**src/rtl/lfsr_number_gen.sv**
```systemverilog
// Bounded pseudo-random number generator driven by a Galois LFSR.
// A req triggers repeated draws until one fits max_val (and differs from the last).
`timescale 1ns/1ps
module lfsr_number_gen #(
  parameter int                WIDTH     = 4,
  parameter int                LFSR_W    = 16,
  parameter logic [LFSR_W-1:0] SEED      = 16'hACE1,
  parameter int                NO_REPEAT = 1,
  parameter int                MAX_TRIES = 8,
  parameter logic [LFSR_W-1:0] TAPS      = 16'hB400
) (
  input  logic              clk,
  input  logic              rst_n,
  input  logic              enable,
  input  logic              seed_load,
  input  logic [LFSR_W-1:0] seed,
  input  logic [WIDTH-1:0]  max_val,
  input  logic              req,
  output logic [WIDTH-1:0]  result,
  output logic              valid,
  output logic              busy
);

  localparam int TW = (MAX_TRIES > 2) ? $clog2(MAX_TRIES) : 1;
  localparam logic [TW-1:0] LAST_TRY = TW'(MAX_TRIES - 1);

  typedef enum logic {IDLE, DRAW} state_t;

  state_t            state_q;
  logic [LFSR_W-1:0] lfsr_q, lfsr_d;
  logic [TW-1:0]     tries_q;
  logic [WIDTH-1:0]  result_q;
  logic              valid_q;
  logic              busy_q;

  logic [WIDTH-1:0]  cand;
  logic              fits;
  logic              fresh;
  logic [WIDTH:0]    bump;
  logic [WIDTH-1:0]  fallback;

  // A zero seed would lock the LFSR, so it is replaced by SEED.
  always_comb begin
    lfsr_d = lfsr_q;
    if (seed_load) begin
      lfsr_d = (seed == '0) ? SEED : seed;
    end else if (enable) begin
      lfsr_d = (lfsr_q >> 1) ^ (lfsr_q[0] ? TAPS : '0);
    end
  end

  always_comb begin
    cand     = lfsr_q[WIDTH-1:0];
    fits     = (cand <= max_val);
    fresh    = (NO_REPEAT == 0) || (cand != result_q);
    bump     = {1'b0, result_q} + 1'b1;
    fallback = (bump > {1'b0, max_val}) ? '0 : bump[WIDTH-1:0];
  end

  always_ff @(posedge clk or negedge rst_n) begin
    if (!rst_n) begin
      state_q  <= IDLE;
      lfsr_q   <= SEED;
      tries_q  <= '0;
      result_q <= '0;
      valid_q  <= 1'b0;
      busy_q   <= 1'b0;
    end else begin
      lfsr_q  <= lfsr_d;
      valid_q <= 1'b0;
      if (enable) begin
        unique case (state_q)
          IDLE: begin
            if (req) begin
              state_q <= DRAW;
              busy_q  <= 1'b1;
              tries_q <= '0;
            end
          end
          DRAW: begin
            if (max_val == '0) begin
              result_q <= '0;
              valid_q  <= 1'b1;
              busy_q   <= 1'b0;
              state_q  <= IDLE;
            end else if (fits && fresh) begin
              result_q <= cand;
              valid_q  <= 1'b1;
              busy_q   <= 1'b0;
              state_q  <= IDLE;
            end else if (tries_q == LAST_TRY) begin
              result_q <= fallback;
              valid_q  <= 1'b1;
              busy_q   <= 1'b0;
              state_q  <= IDLE;
            end else begin
              tries_q <= tries_q + 1'b1;
            end
          end
        endcase
      end
    end
  end

  assign result = result_q;
  assign valid  = valid_q;
  assign busy   = busy_q;

endmodule

```
**config.mk**
```make
export PLATFORM = sky130hd
export DESIGN_NAME = lfsr_number_gen
export DESIGN_NICKNAME = d
export VERILOG_FILES = /design/src/rtl/lfsr_number_gen.sv
export SDC_FILE = /design/constraint.sdc
export NUM_CORES = 1
export LEC_CHECK = 0
export ABC_AREA = 1
export CAP_MARGIN = 20
export CORE_MARGIN = 2
export CORE_UTILIZATION = 45
export DETAILED_ROUTE_END_ITERATION = 7
export DONT_BUFFER_PORTS = 1
export SETUP_SLACK_MARGIN = 0.3
export SYNTH_ARGS = -nofsm -noshare
export SYNTH_HDL_FRONTEND = slang
export SYNTH_SLANG_ARGS = --single-unit
```
**constraint.sdc**
```tcl
create_clock -name clk -period 2.6 [get_ports clk]
set_input_delay 0.52 -clock clk [delete_from_list [all_inputs] [get_ports clk]]
set_output_delay 0.52 -clock clk [all_outputs]
set_load 0.005 [all_outputs]
```
After elaboration in Yosys (flattened, before gate mapping) --
Index checks and enable logic that the tools add are counted.
Storage, ports and cells: register bits 26, output and inout port bits 6, logic and storage cells 55, input port bits 25
Operators by class: $lt $le $gt $ge 2, add/subtract/negate cells 2, multiplexer cells 28, reduce and logical (&&, ||, !) cells 8, eq/ne operators 7, bitwise operators 2
Operators with widths (count):
- $mux W16 | 4
- $logic_not A16 Y1 | 1
- $mux W4 | 4
- $xor A15 B16 Y16 | 1
- $mux W1 | 13
- $mux W3 | 4
- $ne A2 B2 Y1 const B | 4
- $pmux W3 S2 | 1
- $reduce_and A3 Y1 | 2
- $add A4 B1 Y5 const B | 1
- $gt A5 B4 Y1 | 1
- $reduce_and A5 Y1 | 1
- $le A4 B4 Y1 | 1
- $logic_not A4 Y1 | 1
- $ne A4 B1 Y1 const B | 1
- $ne A4 B4 Y1 | 1
- $pmux W1 S2 | 2
- $add A3 B1 Y3 const B | 1
- $eq A3 B3 Y1 const B | 1
- $reduce_bool A3 Y1 | 1
- $reduce_bool A2 Y1 | 1
- $logic_and A1 B1 Y1 | 1
- $not A1 Y1 | 1

Longest topological paths before layout --
depth in word-level cells 6, depth in mapped cells 15, mapped depth without buffers 14

Least setup slack after synthesis --
No wires, ideal clock.
path type flip-flop to flip-flop, start register result_q[0], in the netlist result[0], end register result_q[0], in the netlist result[0], data arrival time 1.761 ns, required time 2.535 ns, cell stages (with the launch flop) 12, setup slack 0.775 ns, setup time 0.065 ns, path buffers 0, clock period less this slack 1.825 ns, cells stage by stage dfrtp_1 -> ha_1 -> xor2_1 -> ha_1 -> nand2_1 -> o21bai_1 -> nand2_1 -> a21oi_1 -> nand3_1 -> nand2_1 -> nand2_1 -> nand2_1
On the way: longest elaborated chain between the ends 6, elaborated cells on any way between the ends 10, those cells by class add/sub: 1; order compare: 1; eq/ne: 1; mux: 4; reduce/logical: 3
Ends and longest elaborated chain:
- start: declaration | RTL line 32 | logic [WIDTH-1:0] result_q;
- start signal: assignment | RTL line 87 | result_q <= cand;
- start signal: assignment | RTL line 92 | result_q <= fallback;
- $add A4 B1 Y5 | RTL line 56 | bump = {1'b0, result_q} + 1'b1;
- $gt A5 B4 Y1 | RTL line 57 | fallback = (bump > {1'b0, max_val}) ? '0 : bump[WIDTH-1:0];
- $mux W4 | RTL line 57
- $mux W4 | RTL line 91 | end else if (tries_q == LAST_TRY) begin
- $mux W4 | RTL line 86 | end else if (fits && fresh) begin
- $mux W4 | RTL line 81 | if (max_val == '0) begin
Several ways; a longest one is shown, not always the timed one. The select of a mux whose other input is x is not followed. A chain may end at the register's enable or synchronous reset.

Worst setup path after layout --
start register result_q[0], in the netlist result[0], end register result_q[3], in the netlist result[3]
Same word-level chain as after synthesis.

==> flow_summary.json <==
{
  "grt.busiest_layer": "met2",
  "antenna_found_initial": 0,
  "grtUsageMet3_pct": 3.918,
  "worstPathArrival_ns": 2.24,
  "clock_latency_ns": 0.28,
  "p_comb_share_pct": 35.5,
  "drtAntennaViolNets": 0,
  "period_minus_slack_ns": 2.014,
  "ys_warn_count": 0,
  "ios": 31,
  "ys_ff_latch": 26,
  "fin_crit_sh_pct": 77.46,
  "finalClockSkew_ns": 0.004930,
  "intPower_mw": 0.9117,
  "grt_overflow": 0,
  "wirelength_um": 3723,
  "rows": 22,
  "maxCapViolations": 0,
  "worst_pin_slew_ns": 0.8705,
  "hold_violations": 0,
  "cts_resized": 0,
  "dr.pass1.iters": 4,
  "n_fill_cell": 380,
  "cp-end-kind": "flop",
  "power_leakage_nw": 0.9383,
  "layout-drive-gt1-share_pct": 12.50,
  "numPortBuffers": 0,
  "pre_cts_slack_ns": 0.5975,
  "setup_violations": 0,
  "die_h_um": 65.81,
  "cts_setup_buffers": 0,
  "cts_tree": "built",
  "via_per_inst": 5.151,
  "core_area_um2": 3661,
  "area.growth.synth_to_final_pct": 6.987,
  "synth_area_per_cell_um2": 7.744,
  "cts_buffer_depth": 2,
  "path_common_cell": "nand2_1",
  "powerDensity_nw_per_um2": 795.5,
  "synth_area_um2": 1719,
  "cp-start-kind": "flop",
  "slowest_stage": "dfrtp_1",
  "vias": 1401,
  "cts_root_buffer": "clkbuf_8",
  "critPathMaxStageDelay_ns": 0.49,
  "clock-sinks": 26,
  "max-vdd-ir-drop_mv": 0.3766,
  "route.detailed.drc": 0,
  "crit_fanout": 7,
  "die_x_um": 65.81,
  "seq_area_frac_synth_pct": 38.43,
  "relSlewSlack_pct": 41.77,
  "grt_start_max_net_pins": 19,
  "required_ns": 2.82,
  "insertedDiodeCount": 0,
  "rsz0062_at_grt": "false",
  "grt.total_usage_pct": 19.11,
  "crit_buf_inv": 0,
  "fin_ws_ns": 0.5860,
  "clkPwrFrac_pct": 23.6,
  "synthCells": 222,
  "switchingPower_mw": 0.5515,
  "drt_iter0_markers": 86,
  "die_area_um2": 4331,
  "cts_inserted_buffers": 3,
  "crit_type": "flop to flop",
  "grt_pass1_wl_um": 6216,
  "hold_class": "input port to asynchronous set/reset pin",
  "clkSlewWorstSetupHoldPaths_ns": 0.10,
  "crit_path_cell_trace": "ha_1 > xor2_1 > ha_1 > nand2_1 > o21bai_1 > nand2_1 > a21oi_1 > nand3_1 > nand2_1 > nand2_1 > nand2_1",
  "final_nets": 261,
  "seqPwrFrac_pct": 40.9,
  "status": "finished clean",
  "setup_tns_ns": 0,
  "slew_violations": 0,
  "gp_congestion": 0.8306,
  "dp_hpwl_um": 2738,
  "globalRouteMet2Util_pct": 30.05,
  "grt_pass1_vias": 1355,
  "use_met1_pct": 25.49,
  "syn_nets": 258,
  "crit_family": "adder cells",
  "yosysUniqueCellTypes": 32,
  "initial_utilization_pct": 46.96,
  "fmax_mhz": 496.5,
  "p_sw_share_pct": 37.69,
  "wl_per_cell_um": 13.69,
  "htreeDepth": 1
}
==> placed cells by master (no fill, tap or decap), types with 2 or more instances in the layout <==
cell type and count:
nor2_1 15, inv_2 2, o21ai_0 4, nor4_2 2, o22ai_1 7, o21ai_1 2, o21bai_1 4, xnor2_1 3
nand2_1 68, nor2_4 2, ha_1 11, nand4_1 2, a31oi_1 3, clkbuf_8 3, nand2_4 2, xor2_1 2
dfstp_2 8, inv_1 31, dfrtp_1 18, o211ai_1 3, nand3_1 13, nand2_2 3, a21oi_1 6
==> metrics by stage <==
step / area [um^2] / std cells / hold WS, ns / utilization (%) / power, mW
3_3_place_gp: 1758 / 267 / 0.2250 / 48.02 / 1.111
6_report: 1839 / 272 / 0.06702 / 50.24 / 1.463
2_1_floorplan: 1719 / 222 / 0.2244 / - / 1.013
3_5_place_dp: 1758 / 267 / 0.2249 / 48.02 / 1.114
4_1_cts: 1839 / 272 / 0.06038 / 50.24 / 1.470
5_1_grt: 1839 / 272 / 0.05366 / 50.24 / 1.588
==> area by class of cell <==
class | instances | area (um^2) | share of cell area (%)
timing repair buffer | 1 | 10.01 | 0.5442
multi-input combinational | 158 | 900.9 | 48.98
clock buffer | 3 | 41.29 | 2.245
sequential | 26 | 660.6 | 35.92
tap | 48 | 60.06 | 3.265
inverter | 35 | 136.4 | 7.415
clock inverter | 1 | 30.03 | 1.633
==> cells in the mapped netlist, drive strengths merged <==
library cell / n / area share (%)
a31oi: 3 / 1.1
o22ai: 7 / 2.5
nor3: 1 / 0.95
clkinv: 1 / 0.22
nand3: 14 / 4.8
ha: 11 / 8.0
nor2: 18 / 4.9
xnor2: 3 / 1.5
nand4: 2 / 0.73
dfrtp: 18 / 26
dfstp: 8 / 12
o211ai: 3 / 1.3
o221ai: 1 / 0.51
buf: 3 / 1.2
a21oi: 7 / 2.3
nand2: 73 / 17
a221oi: 1 / 0.51
inv: 34 / 7.7
o21ai: 6 / 1.7
nor4: 2 / 1.5
o21bai: 4 / 1.7
xor2: 2 / 1.0
==> routing by layer <==
layer	wire length [um]	part of all wire (%)	vias up
met3	179	4.8	7
li1	-	-	721
met2	1644	44	33
met1	1836	49	640
met5	0	0	-
met4	63	1.7	0
==> sequential cells by signal, indices dropped and copies added (netlist names) <==
name / cells
valid: 1
result: 4
lfsr_q: 16
state_q: 1
busy: 1
tries_q: 3
==> path summary, 6_finish.rpt <==
check,endpoint,cells past startpoint,slack [ns],startpoint
min in group clk,lfsr_q[14]$_DFFE_PN0P_,1,0.32,seed_load
setup reg to reg,result[3]$_DFFE_PN0P_,11,0.59,result[0]$_DFFE_PN0P_
max in group asynchronous,lfsr_q[14]$_DFFE_PN0P_,1,1.27,rst_n
setup / recovery,result[3]$_DFFE_PN0P_,11,0.59,result[0]$_DFFE_PN0P_
hold / removal,lfsr_q[13]$_DFFE_PN1P_,0,0.07,rst_n
hold reg to reg,lfsr_q[13]$_DFFE_PN1P_,2,0.49,lfsr_q[13]$_DFFE_PN1P_
==> repair_timing <==
action / 4_1_cts / 5_1_grt
hold endpoints to repair: 18 / 0
hold buffers: 1 / 0
setup endpoints to repair: 0 / 0
==> power by group through the flow <==
| stage | combinational [mW] | sequential, mW | clock, mW |
|---|---|---|---|
| 2_1_floorplan | 0.438 | 0.575 | 0 |
| 3_3_place_gp | 0.509 | 0.602 | 0 |
| 3_5_place_dp | 0.509 | 0.605 | 0 |
| 4_1_cts | 0.520 | 0.598 | 0.353 |
| 5_1_grt | 0.615 | 0.611 | 0.363 |
| 6_report | 0.519 | 0.598 | 0.346 |
==> cells by family (layout without fill, tap and decap cells) <==
family / count (synthesis) / count (layout) / synth area share (%)
and+or+nand+nor: 110 / 110 / 30.13
adders and majority gates: 11 / 11 / 8.006
buffers and inverters: 38 / 40 / 9.170
DFF: 26 / 26 / 38.43
AOI/OAI and AO/OA: 32 / 32 / 11.72
xor gates and xnor gates: 5 / 5 / 2.548
Note: power is estimated with default switching activity, not from simulation.
